### config.mk
export PLATFORM = sky130hd
export DESIGN_NAME = tx_mac_interface
export DESIGN_NICKNAME = d
export VERILOG_FILES = /design/src/rtl/tx_mac_interface_pkg.sv /design/src/rtl/tx_mac_interface.sv
export SDC_FILE = /design/constraint.sdc
export NUM_CORES = 1
export LEC_CHECK = 0
export CORE_UTILIZATION = 45
export CTS_CLUSTER_SIZE = 12
export DETAILED_ROUTE_END_ITERATION = 8
export PLACE_DENSITY = 0.7
export SLEW_MARGIN = 20
export SYNTH_ARGS = -nofsm -noshare
export SYNTH_HDL_FRONTEND = slang
export SYNTH_SLANG_ARGS = --single-unit
### constraint.sdc
create_clock -name clk -period 5.15 [get_ports clk]
set_input_delay 0.515 -clock clk [delete_from_list [all_inputs] [get_ports clk]]
set_output_delay 0.515 -clock clk [all_outputs]
set_load 0.01 [all_outputs]
### src/rtl/tx_mac_interface_pkg.sv
// Shared definitions for the MAC transmit-side buffer reader.
package tx_mac_interface_pkg;

  // Buffer address MSB; addresses are [BF:0]
  localparam int BF = 7;
  localparam int AW = BF + 1;

  // Header word layout: byte count lives in the top 16 bits
  localparam int TX_LEN_HI = 63;
  localparam int TX_LEN_LO = 48;

  localparam int MAX_FRAME_BYTES_DEF = 9018;

  // One-hot reader states
  typedef enum logic [7:0] {
    S_IDLE     = 8'b0000_0001,
    S_HDR      = 8'b0000_0010,
    S_FILL1    = 8'b0000_0100,
    S_FILL2    = 8'b0000_1000,
    S_LOAD     = 8'b0001_0000,
    S_WAIT_ACK = 8'b0010_0000,
    S_STREAM   = 8'b0100_0000,
    S_DONE     = 8'b1000_0000
  } tx_state_e;

  // ceil(len/8) as a 13-bit word count
  function automatic logic [12:0] word_count(input logic [15:0] len);
    logic [16:0] s;
    s = {1'b0, len} + 17'd7;
    return s[15:3];
  endfunction

  // Byte-valid mask for the final word of a frame
  function automatic logic [7:0] last_mask(input logic [2:0] len_lsb);
    if (len_lsb == 3'd0) return 8'hFF;
    return (8'h01 << len_lsb) - 8'h01;
  endfunction

endpackage

### src/rtl/tx_mac_interface.sv
// Reads length-prefixed frames from the ring buffer and presents them on the
// 64-bit MAC client Tx interface. A frame is only started once it is fully
// committed by the writer, so underrun can never happen.
module tx_mac_interface
  import tx_mac_interface_pkg::*;
#(
  parameter int MAX_FRAME_BYTES = MAX_FRAME_BYTES_DEF
) (
  input  logic          clk,
  input  logic          reset_n,
  input  logic          tx_enable,
  output logic [63:0]   tx_data,
  output logic [7:0]    tx_data_valid,
  output logic          tx_start,
  output logic          tx_underrun,
  input  logic          tx_ack,
  output logic [AW-1:0] rd_addr,
  input  logic [63:0]   rd_data,
  output logic [AW-1:0] commited_rd_address,
  input  logic [AW-1:0] commited_wr_address,
  output logic [31:0]   frames_sent_counter,
  output logic [31:0]   bad_header_counter
);

  localparam logic [15:0] MAX_LEN = 16'(MAX_FRAME_BYTES);

  tx_state_e     r_state, w_next;
  logic [AW-1:0] r_hdr;        // header slot of frame in flight
  logic [12:0]   r_nw;         // words in frame
  logic [12:0]   r_idx;        // 1-based index of word on tx_data
  logic [7:0]    r_mask;       // valid mask of the last word
  logic [63:0]   r_next_word;  // word2, parked while waiting for tx_ack

  logic [15:0]   w_len;
  logic [12:0]   w_hdr_nw;
  logic          w_bad;
  logic          w_pending;
  logic          w_go;

  assign w_len     = rd_data[TX_LEN_HI:TX_LEN_LO];
  assign w_hdr_nw  = word_count(w_len);
  assign w_bad     = (w_len == 16'd0) || (w_len > MAX_LEN);
  assign w_pending = commited_wr_address != commited_rd_address;
  assign w_go      = tx_enable && w_pending;

  assign tx_underrun = 1'b0;

  // State register
  always_ff @(posedge clk) begin
    if (!reset_n) r_state <= S_IDLE;
    else          r_state <= w_next;
  end

  // Next-state decode
  always_comb begin
    w_next = r_state;
    case (r_state)
      S_IDLE:     if (w_go) w_next = S_HDR;
      S_HDR:      w_next = S_FILL1;
      S_FILL1:    w_next = w_bad ? S_IDLE : S_FILL2;
      S_FILL2:    w_next = S_LOAD;
      S_LOAD:     w_next = S_WAIT_ACK;
      S_WAIT_ACK: if (tx_ack) w_next = (r_nw == 13'd1) ? S_DONE : S_STREAM;
      S_STREAM:   if (r_idx == r_nw) w_next = S_DONE;
      S_DONE:     w_next = S_IDLE;
      default:    w_next = S_IDLE;
    endcase
  end

  // Read pipeline, MAC-side outputs, commit pointer and counters.
  // rd_data trails rd_addr by one cycle, so while streaming the word just
  // returned is always the one that goes out next.
  always_ff @(posedge clk) begin
    if (!reset_n) begin
      tx_data             <= '0;
      tx_data_valid       <= '0;
      tx_start            <= 1'b0;
      rd_addr             <= '0;
      commited_rd_address <= '0;
      frames_sent_counter <= '0;
      bad_header_counter  <= '0;
      r_hdr               <= '0;
      r_nw                <= '0;
      r_idx               <= '0;
      r_mask              <= '0;
      r_next_word         <= '0;
    end else begin
      case (r_state)
        S_IDLE: begin
          tx_data_valid <= '0;
          if (w_go) begin
            rd_addr <= commited_rd_address;
            r_hdr   <= commited_rd_address;
          end
        end
        S_HDR: rd_addr <= rd_addr + 1'b1;
        S_FILL1: begin
          // header word is on rd_data now
          r_nw   <= w_hdr_nw;
          r_mask <= last_mask(w_len[2:0]);
          if (w_bad) begin
            bad_header_counter  <= bad_header_counter + 32'd1;
            commited_rd_address <= (w_len == 16'd0) ? r_hdr + 1'b1
                                                     : r_hdr + AW'(w_hdr_nw) + 1'b1;
          end else begin
            rd_addr <= rd_addr + 1'b1;
          end
        end
        S_FILL2: begin
          tx_data <= rd_data;
          rd_addr <= rd_addr + 1'b1;
        end
        S_LOAD: begin
          r_next_word   <= rd_data;
          tx_start      <= 1'b1;
          tx_data_valid <= (r_nw == 13'd1) ? r_mask : 8'hFF;
        end
        S_WAIT_ACK: begin
          if (tx_ack) begin
            tx_start <= 1'b0;
            if (r_nw == 13'd1) begin
              tx_data_valid <= '0;
            end else begin
              tx_data       <= r_next_word;
              tx_data_valid <= (r_nw == 13'd2) ? r_mask : 8'hFF;
              r_idx         <= 13'd2;
              rd_addr       <= rd_addr + 1'b1;
            end
          end
        end
        S_STREAM: begin
          if (r_idx == r_nw) begin
            tx_data_valid <= '0;
          end else begin
            tx_data       <= rd_data;
            tx_data_valid <= (r_idx + 13'd1 == r_nw) ? r_mask : 8'hFF;
            r_idx         <= r_idx + 13'd1;
            rd_addr       <= rd_addr + 1'b1;
          end
        end
        S_DONE: begin
          commited_rd_address <= r_hdr + AW'(r_nw) + 1'b1;
          frames_sent_counter <= frames_sent_counter + 32'd1;
        end
        default: tx_data_valid <= '0;
      endcase
    end
  end

endmodule

Yosys cells after proc, flatten, opt, wreduce, memory -nomap -nowiden
Index checks and enable logic that the tools add are counted.
- add/subtract/negate cells: 11
- multiply operators: 0
- divide/modulo/power cells: 0
- order comparisons: 1
- eq/ne operators: 20
- shift operators: 1
- multiplexer cells: 37
- bitwise gates (word level): 1
- reduce and logical (&&, ||, !) cells: 20
- operator list (kind ; number):
    $mux 64 ; 3
    $pmux 64 s3 ; 1
    $mux 8 ; 19
    $add 32x1->32 const B ; 2
    $pmux 8 s7 ; 1
    $pmux 8 s5 ; 1
    $mux 13 ; 3
    $add 8x1->8 const B ; 4
    $pmux 8 s4 ; 1
    $eq 13x13->1 ; 2
    $pmux 13 s2 ; 1
    $add 16x3->16 const B ; 1
    $add 8x8->8 ; 2
    $gt 16x14->1 const B ; 1
    $logic_not 16->1 ; 1
    $pmux 8 s2 ; 1
    $ne 2x2->1 const B ; 7
    $add 13x1->13 const B ; 1
    $eq 13x1->1 const B ; 1
    $eq 13x2->1 const B ; 1
    $reduce_and 2->1 ; 5
    $eq 8x1->1 const B ; 1
    $eq 8x2->1 const B ; 1
    $eq 8x3->1 const B ; 1
    other kinds (23) ; 29
- flip-flop bits (word level): 267
- latch bits: 0
- RAM bits: 0
- bits in read-only memories: 0
- bits of input ports: 76
- output and inout port bits: 154
- logic and storage cells: 104
- memories kept: 0

Depth between registers and ports, before layout
Gate-level depths: netlist of the first run.
- word-level depth: 6
- depth in mapped cells: 13
- mapped depth without buffers: 11

Worst setup path after synthesis of the first run
OpenSTA, ideal clock, no wires.
- kind: input to register
- start point: input port rd_data[48]
- end point: register commited_rd_address[4]
- library setup time: 0.092 ns
- arrival: 2.985 ns
- required time: 5.058 ns
- setup slack: 2.072 ns
- cell stages on the path: 13
- buffers on the path: 2
- path through: clkbuf_1 or3_1 clkbuf_1 xnor2_1 ha_1 inv_1 fa_1 a21o_1 a21oi_1 xnor2_1 nand2_1 and3_1 o32ai_1
- longest elaborated chain between the ends: 6
- elaborated cells between the ends (all ways): 11
- classes of those cells: 3 x add/sub; 1 x order compare; 1 x eq/ne; 3 x mux; 3 x reduce/logical
- ends and longest elaborated chain (item ; RTL line ; text):
    from (decl) ; tx_mac_interface.sv:18 ; input logic [63:0] rd_data,
    $add 16x3->16 ; tx_mac_interface_pkg.sv:29 ; s = {1'b0, len} + 17'd7;
    $add 8x8->8 ; tx_mac_interface.sv:104 ; : r_hdr + AW'(w_hdr_nw) + 1'b1;
    $add 8x1->8 ; tx_mac_interface.sv:104 ;
    $mux 8 ; tx_mac_interface.sv:103 ; commited_rd_address <= (w_len == 16'd0) ? r_hdr + 1'b1
    $mux 8 ; tx_mac_interface.sv:101 ; if (w_bad) begin
    $pmux 8 s2 ; tx_mac_interface.sv:88 ; case (r_state)
    to (signal assigned) ; tx_mac_interface.sv:103 ;
    to (signal assigned) ; tx_mac_interface.sv:142 ; commited_rd_address <= r_hdr + AW'(r_nw) + 1'b1;
    to (decl) ; tx_mac_interface.sv:19 ; output logic [AW-1:0] commited_rd_address,
Parallel ways exist; a longest one is shown, timed or not. The select of a mux whose other input is x is not followed.
A chain may end at the register's enable or synchronous reset.

Worst setup path in the final report of the first run
- start point: register r_state[2]
- end point: register rd_addr[0]
- longest elaborated chain between the ends: 4
- elaborated cells between the ends (all ways): 15
- classes of those cells: 11 x eq/ne; 1 x mux; 3 x reduce/logical
- ends and longest elaborated chain (item ; RTL line ; text):
    from (decl) ; tx_mac_interface.sv:27 ; tx_state_e r_state, w_next;
    from (signal assigned) ; tx_mac_interface.sv:51 ; else r_state <= w_next;
    $eq 8x4->1 / $eq 8x2->1 (equally long branches) ; tx_mac_interface.sv:88 ;
    $reduce_or 2->1 (no source line) ; n/a ;
    $reduce_bool 5->1 (no source line) ; n/a ;
    $reduce_and 6->1 (no source line) ; n/a ;
    to (signal assigned) ; tx_mac_interface.sv:92 ; rd_addr <= commited_rd_address;
    to (signal assigned) ; tx_mac_interface.sv:96 ; S_HDR: rd_addr <= rd_addr + 1'b1;
    to (signal assigned) ; tx_mac_interface.sv:106 ; rd_addr <= rd_addr + 1'b1;
    to (decl) ; tx_mac_interface.sv:17 ; output logic [AW-1:0] rd_addr,
Parallel ways exist; a longest one is shown, timed or not.

==> results.ini, run 1 <==
[finish]
diodes = 0
layout_common_cells = dfxtp_1 (267), clkdlybuf4s50_1 (228), nand2_1 (223), nor2_1 (189), a21oi_1 (105)
utilization = 0.583
final_nets = 1775
area_growth_pct = 27.5
drive_above_1_share = 0.0465
layout_commonest_cell = dfxtp_1

[power]
p_leak_nw = 5.95
power_density_mw_per_mm2 = 284
total_power_w = 0.00460
max-vdd-ir-drop_uv = 275

[synthesis]
synthArstFlopShare = 0
ys_seq_area_frac = 0.421
syn_area_per_cell_um2 = 8.41
yosysUniqueCellTypes = 67
ys.flop_type = dfxtp_1
netlist_area_mm2 = 0.0127
ys_ff_latch = 267
syn_nets = 1607
synth_edf_count = 0
syn-instance-count = 1510
yosys_warnings = 0

[cts]
postCtsHoldBufs = 0
cts_setup_buffers = 0
clk_path_buf_depth = 3
clk_latency_ps = 570
cts_tree = yes
htreeDepth = 1
root_buffer = clkbuf_16
cts_resized = 0
cts_made_buffers = 29
cts.clk_slew.worst_paths_ps = 60
cts_num_sinks = 267

[critical_path]
critPathSlowestCell = or4b_1
cp-startpoint = r_state[2]
crit_chain = nor4_2, nand4b_1, and3_1, a21boi_0, or4b_1, or3_1, a31oi_1
timing.critical_path.fanout_max = 18
arrival_ps = 4060
critPathKind = reg -> reg
rr_startpoint = r_state[2]
setup.worst_path.start_class = register
required_ps = 5620
worstSetupEndpointType = register
cp_slowest_stage_delay_ps = 730

[floorplan]
die_y_um = 170
fp.dieW_um = 170
start_util = 0.457
dieArea_mm2 = 0.0289
num_rows = 61
num_io_pins = 230
core_area_mm2 = 0.0278

[hold_path]
hold_path.class = reg -> reg
hp-start = r_next_word[10]

[drt]
ant_nets = 0
route.detailed.drc = 0
vias = 11300
first_iter_violations = 874
first_pass_iters = 5
route.final.wire_length_mm = 34.0
wl_per_cell_um = 16.4
viasPerCell = 5.45

[sta]
post-route-min-period_ps = 3590
max_slew_margin = 0.300
finalHoldViolations = 0
max_freq_ghz = 0.279
layout_setup_ws_ps = 1560
skew_ps = 19.1
min_period_over_period = 0.696
whs_ps = 447
setup_viol = 0
rsz0062_at_grt = no
worstMarginPinSlew_ps = 1050
drv_slew = 0
setup_tns_ps = 0

[place]
io_buffers = 228
place_ws_ps = 1460
dp_hpwl_mm = 23.0
place.gp.congestion = 0.943

[grt]
grt_use_total = 0.229
first_global_vias = 10500
grt_pass1_wl_mm = 54.2
grt_max_degree = 128
antenna_found_initial = 0
overflow = 0

[job]
max_cap_violations = 0

[status]
status = completed

==> cell type report <==
class / instances / area [um^2]
clock buffers: 43 / 838
clock inverters: 8 / 155
fillers: 2526 / 11600
inverters: 19 / 76.3
multi-input cells: 1120 / 6890
flip-flops and latches: 267 / 5350
well taps: 378 / 473
repair buffers: 241 / 2420
==> worst paths after layout <==
check	slack, ps	depth (start not counted)	end
worst max-delay path	1560	7	rd_addr[0]
worst min-delay path	450	2	r_next_word[10]
worst max register to register	1560	7	rd_addr[0]
worst min register to register	450	2	r_next_word[10]
==> synthesized netlist by cell type (4+ instances only) <==
cell type,instances,area share
buf_1,5,0.0015
nor4_1,7,0.0034
and2_1,15,0.0074
and4_1,10,0.0069
nand2_1,224,0.066
a21o_1,4,0.0024
a211oi_1,71,0.042
inv_1,19,0.0056
buf_2,15,0.0059
or4_1,4,0.0024
nor2b_1,10,0.0049
xnor2_1,55,0.038
nand3_1,44,0.017
and3_1,16,0.0079
ha_1,19,0.019
o311ai_0,4,0.0028
o211ai_1,7,0.0041
a21oi_1,106,0.042
a311oi_1,7,0.0048
o21ai_0,21,0.0083
o32ai_1,7,0.0048
nand4_1,31,0.015
or2_2,4,0.0020
a221o_1,8,0.0063
o22ai_1,14,0.0069
mux2i_1,79,0.062
clkbuf_1,81,0.024
nor2_1,189,0.056
dfxtp_1,267,0.42
or3_1,13,0.0064
xor2_1,62,0.043
nor3_1,35,0.014
==> sequential cells by signal (all words and copies together) (netlist names) <==
name	count
r_next_word	64
tx_data	64
bad_header_counter	32
frames_sent_counter	32
r_idx	13
r_nw	13
commited_rd_address	8
r_hdr	8
r_mask	8
r_state	8
rd_addr	8
tx_data_valid	8
tx_start	1
==> routing by layer <==
layer  GRT usage  part of all wire
met5           0                 0
met4      0.0638             0.029
met3      0.0695             0.088
met2       0.378              0.45
met1       0.287              0.43
==> metrics by stage <==
step,area (um^2),instances
global placement,15200,2025
floorplan,12700,1510
global route,16200,2076
detailed placement,15200,2025
CTS,16200,2076
finish,16200,2076
==> kinds of logic (layout without fill, tap and decap cells) <==
group | count (synthesis) | after routing | synth area share
muxes | 81 | 81 | 0.0640
adders and majority gates | 21 | 21 | 0.0219
DFF | 267 | 267 | 0.421
other | 1 | 1 | 0.000295
buffers and inverters | 123 | 311 | 0.0390
AOI/OAI and AO/OA | 278 | 278 | 0.148
and+or+nand+nor | 622 | 622 | 0.225
xor gates and xnor gates | 117 | 117 | 0.0807
==> where the power goes <==
group | leakage [nW] | internal [W] | switching (W) | total [W]
Sequential | 2.15 | 0.00207 | 0.0000142 | 0.00209
Clock | 0.488 | 0.00132 | 0.000858 | 0.00218
Combinational | 3.32 | 0.000139 | 0.000192 | 0.000332
Total | 5.95 | 0.00354 | 0.00106 | 0.00460
==> critical path: cells and delay by family (launching register included) <==
kind             cells  cell delay (ps)
AO/OA/AOI/OAI        2              400
AND/OR/NAND/NOR      5             2710
flip-flops           1              380
No activity file was read; power rests on OpenSTA's default activity.
==> run 2: changes to the inputs <==
==> constraint.sdc (replaced) <==
create_clock -name clk -period 3.73 [get_ports clk]
set_input_delay 0.373 -clock clk [delete_from_list [all_inputs] [get_ports clk]]
set_output_delay 0.373 -clock clk [all_outputs]
set_load 0.01 [all_outputs]
==> run 2 against run 1 <==
Final area grew 0.83%. Critical endpoint is now r_hdr[5]. Combinational power grew 45%. Wire length is essentially flat. Hold slack lost 61 ps. Sequential power grew 38%. Count of clock-buffer cells in the layout grew 1. Utilization grew 0.49 points. Sequential cell count is the same. Clock power grew 37%. Critical path depth is the same. Highest routed layer unchanged. Sequential share of layout area shrank 0.27 points. Register-to-register slack lost 870 ps.
==> results.ini, run 2 (synthesis results as in run 1) <==
[cts]
clk_path_buf_depth = 3  ; unchanged
htreeDepth = 1  ; unchanged
clk_latency_ps = 560  ; about the same
cts_resized = 0  ; unchanged
cts_tree = yes
root_buffer = clkbuf_16
cts_setup_buffers = 0  ; unchanged
cts_made_buffers = 30  ; +3.4%
cts_num_sinks = 267  ; unchanged
postCtsHoldBufs = 0  ; unchanged
cts.clk_slew.worst_paths_ps = 60  ; about the same

[power]
power_density_mw_per_mm2 = 389  ; +37%
p_leak_nw = 6.03  ; +1.3%
max-vdd-ir-drop_uv = 398  ; +45%

[floorplan]
dieArea_mm2 = 0.0289  ; unchanged
num_rows = 61  ; unchanged
num_io_pins = 230  ; unchanged
start_util = 0.457  ; unchanged
core_area_mm2 = 0.0278  ; unchanged
fp.dieW_um = 170  ; unchanged
die_y_um = 170  ; unchanged

[finish]
final_nets = 1791  ; +0.90%
layout_commonest_cell = dfxtp_1
top_regs = r_next_word: 64 flops, tx_data: 64 flops
utilization = 0.588  ; +0.00486
area_growth_pct = 28.6
drive_above_1_share = 0.0588  ; +0.0123
diodes = 0  ; unchanged
layout_common_cells = dfxtp_1 (267), clkdlybuf4s50_1 (228), nand2_1 (223), nor2_1 (189), a21oi_1 (105)
num-fill-cells = 2524  ; -0.079%
stdcell_count = 2095  ; +0.92%

[critical_path]
arrival_ps = 3470  ; -590 ps
setup.worst_path.start_class = register
timing.critical_path.fanout_max = 10  ; -8
critPathKind = reg -> reg
worstSetupEndpointType = register
required_ps = 4160  ; -1460 ps

[sta]
post-route-min-period_ps = 3040  ; -548 ps
drv_slew = 0  ; unchanged
rsz0062_at_grt = no
finalHoldViolations = 0  ; unchanged
max_freq_ghz = 0.329  ; +18%
whs_ps = 387  ; -60.7 ps
skew_ps = 19.7  ; +0.659 ps
min_period_over_period = 0.814  ; +0.118
setup_tns_ps = 0  ; unchanged
worstMarginPinSlew_ps = 804  ; -242 ps
max_slew_margin = 0.464  ; +0.164
setup_viol = 0  ; unchanged

[drt]
first_iter_violations = 824  ; -5.7%
wl_per_cell_um = 16.2  ; -0.91%
vias = 11300  ; +0.15%
route.detailed.drc = 0  ; unchanged
ant_nets = 0  ; unchanged
viasPerCell = 5.41  ; -0.76%
route.final.wire_length_mm = 34.0  ; about the same
first_pass_iters = 7  ; +2

[grt]
grt_max_degree = 129  ; +0.78%
grt_pass1_wl_mm = 55.0  ; +1.3%
first_global_vias = 10800  ; +2.7%
antenna_found_initial = 0  ; unchanged
overflow = 0  ; unchanged
grt_use_total = 0.231  ; +0.00219

[status]
status = completed

[place]
placed_cells_incl_taps = 2040  ; +0.74%
io_buffers = 228  ; unchanged
dp_hpwl_mm = 23.3  ; +1.4%
place.gp.congestion = 0.940  ; -0.34%

[job]
max_cap_violations = 0  ; unchanged

[hold_path]
hold_path.class = in -> reg

-- run 2: cell count changes in the layout (fill, tap and decap cells not counted), moves of 2 or more --
cell	previous run	this run
buf_4	10	24
clkinv_2	3	7
clkbuf_1	8	5
bufinv_16	4	2
clkbuf_8	6	9
-- run 2: worst max-delay path: stages (launching register included) --
cell     delay [ps]
dfxtp_1         580
xor2_1          140
or4b_1          540
or4_1           620
and2_4          260
nor3_4          480
mux2i_1         250
nor2_1           50
-- run 2: path summary, 6_finish.rpt --
path | startpoint | end | slack (ps) | cells after the start
min | rd_data[21] | r_next_word[21] | 390 | 3
max | r_nw[6] | r_hdr[5] | 690 | 7
min reg2reg | r_next_word[5] | r_next_word[5] | 450 | 2
max reg2reg | r_nw[6] | r_hdr[5] | 690 | 7
-- run 2: per-layer routing --
metal / vias to the layer above / track usage / routed length (um)
li1: 5670 / - / -
met1: 5284 / 0.289 / 14900
met2: 310 / 0.377 / 15300
met3: 74 / 0.0728 / 2830
met4: 0 / 0.0721 / 1030
met5: - / 0.0104 / 0
-- run 2: area by class of cell --
class,instances,area [um^2],share of cell area
multi-input combinational,1120,6880,0.421
clock inverter,11,119,0.00728
clock buffer,44,893,0.0547
sequential,267,5350,0.327
inverter,19,76.3,0.00467
timing repair buffer,256,2540,0.156
tap,378,473,0.0290
-- run 2: where the power goes --
group          switching, W  total [W]  internal [W]  leakage (nW)
Sequential        0.0000208    0.00289       0.00286          2.15
Combinational      0.000271   0.000481      0.000210          3.38
Clock               0.00120    0.00299       0.00179         0.503
Total               0.00149    0.00635       0.00486          6.03
-- run 2: per-stage QoR --
| stage | total power [W] | setup WS (ps) | cell area, um^2 |
|---|---|---|---|
| detailed placement | 0.00342 | 316 | 15300 |
| global route | 0.00657 | 474 | 16300 |
| CTS | 0.00641 | 724 | 16300 |
| finish | 0.00635 | 693 | 16300 |
| global placement | 0.00342 | 384 | 15300 |
| floorplan | 0.00324 | 794 | 12700 |
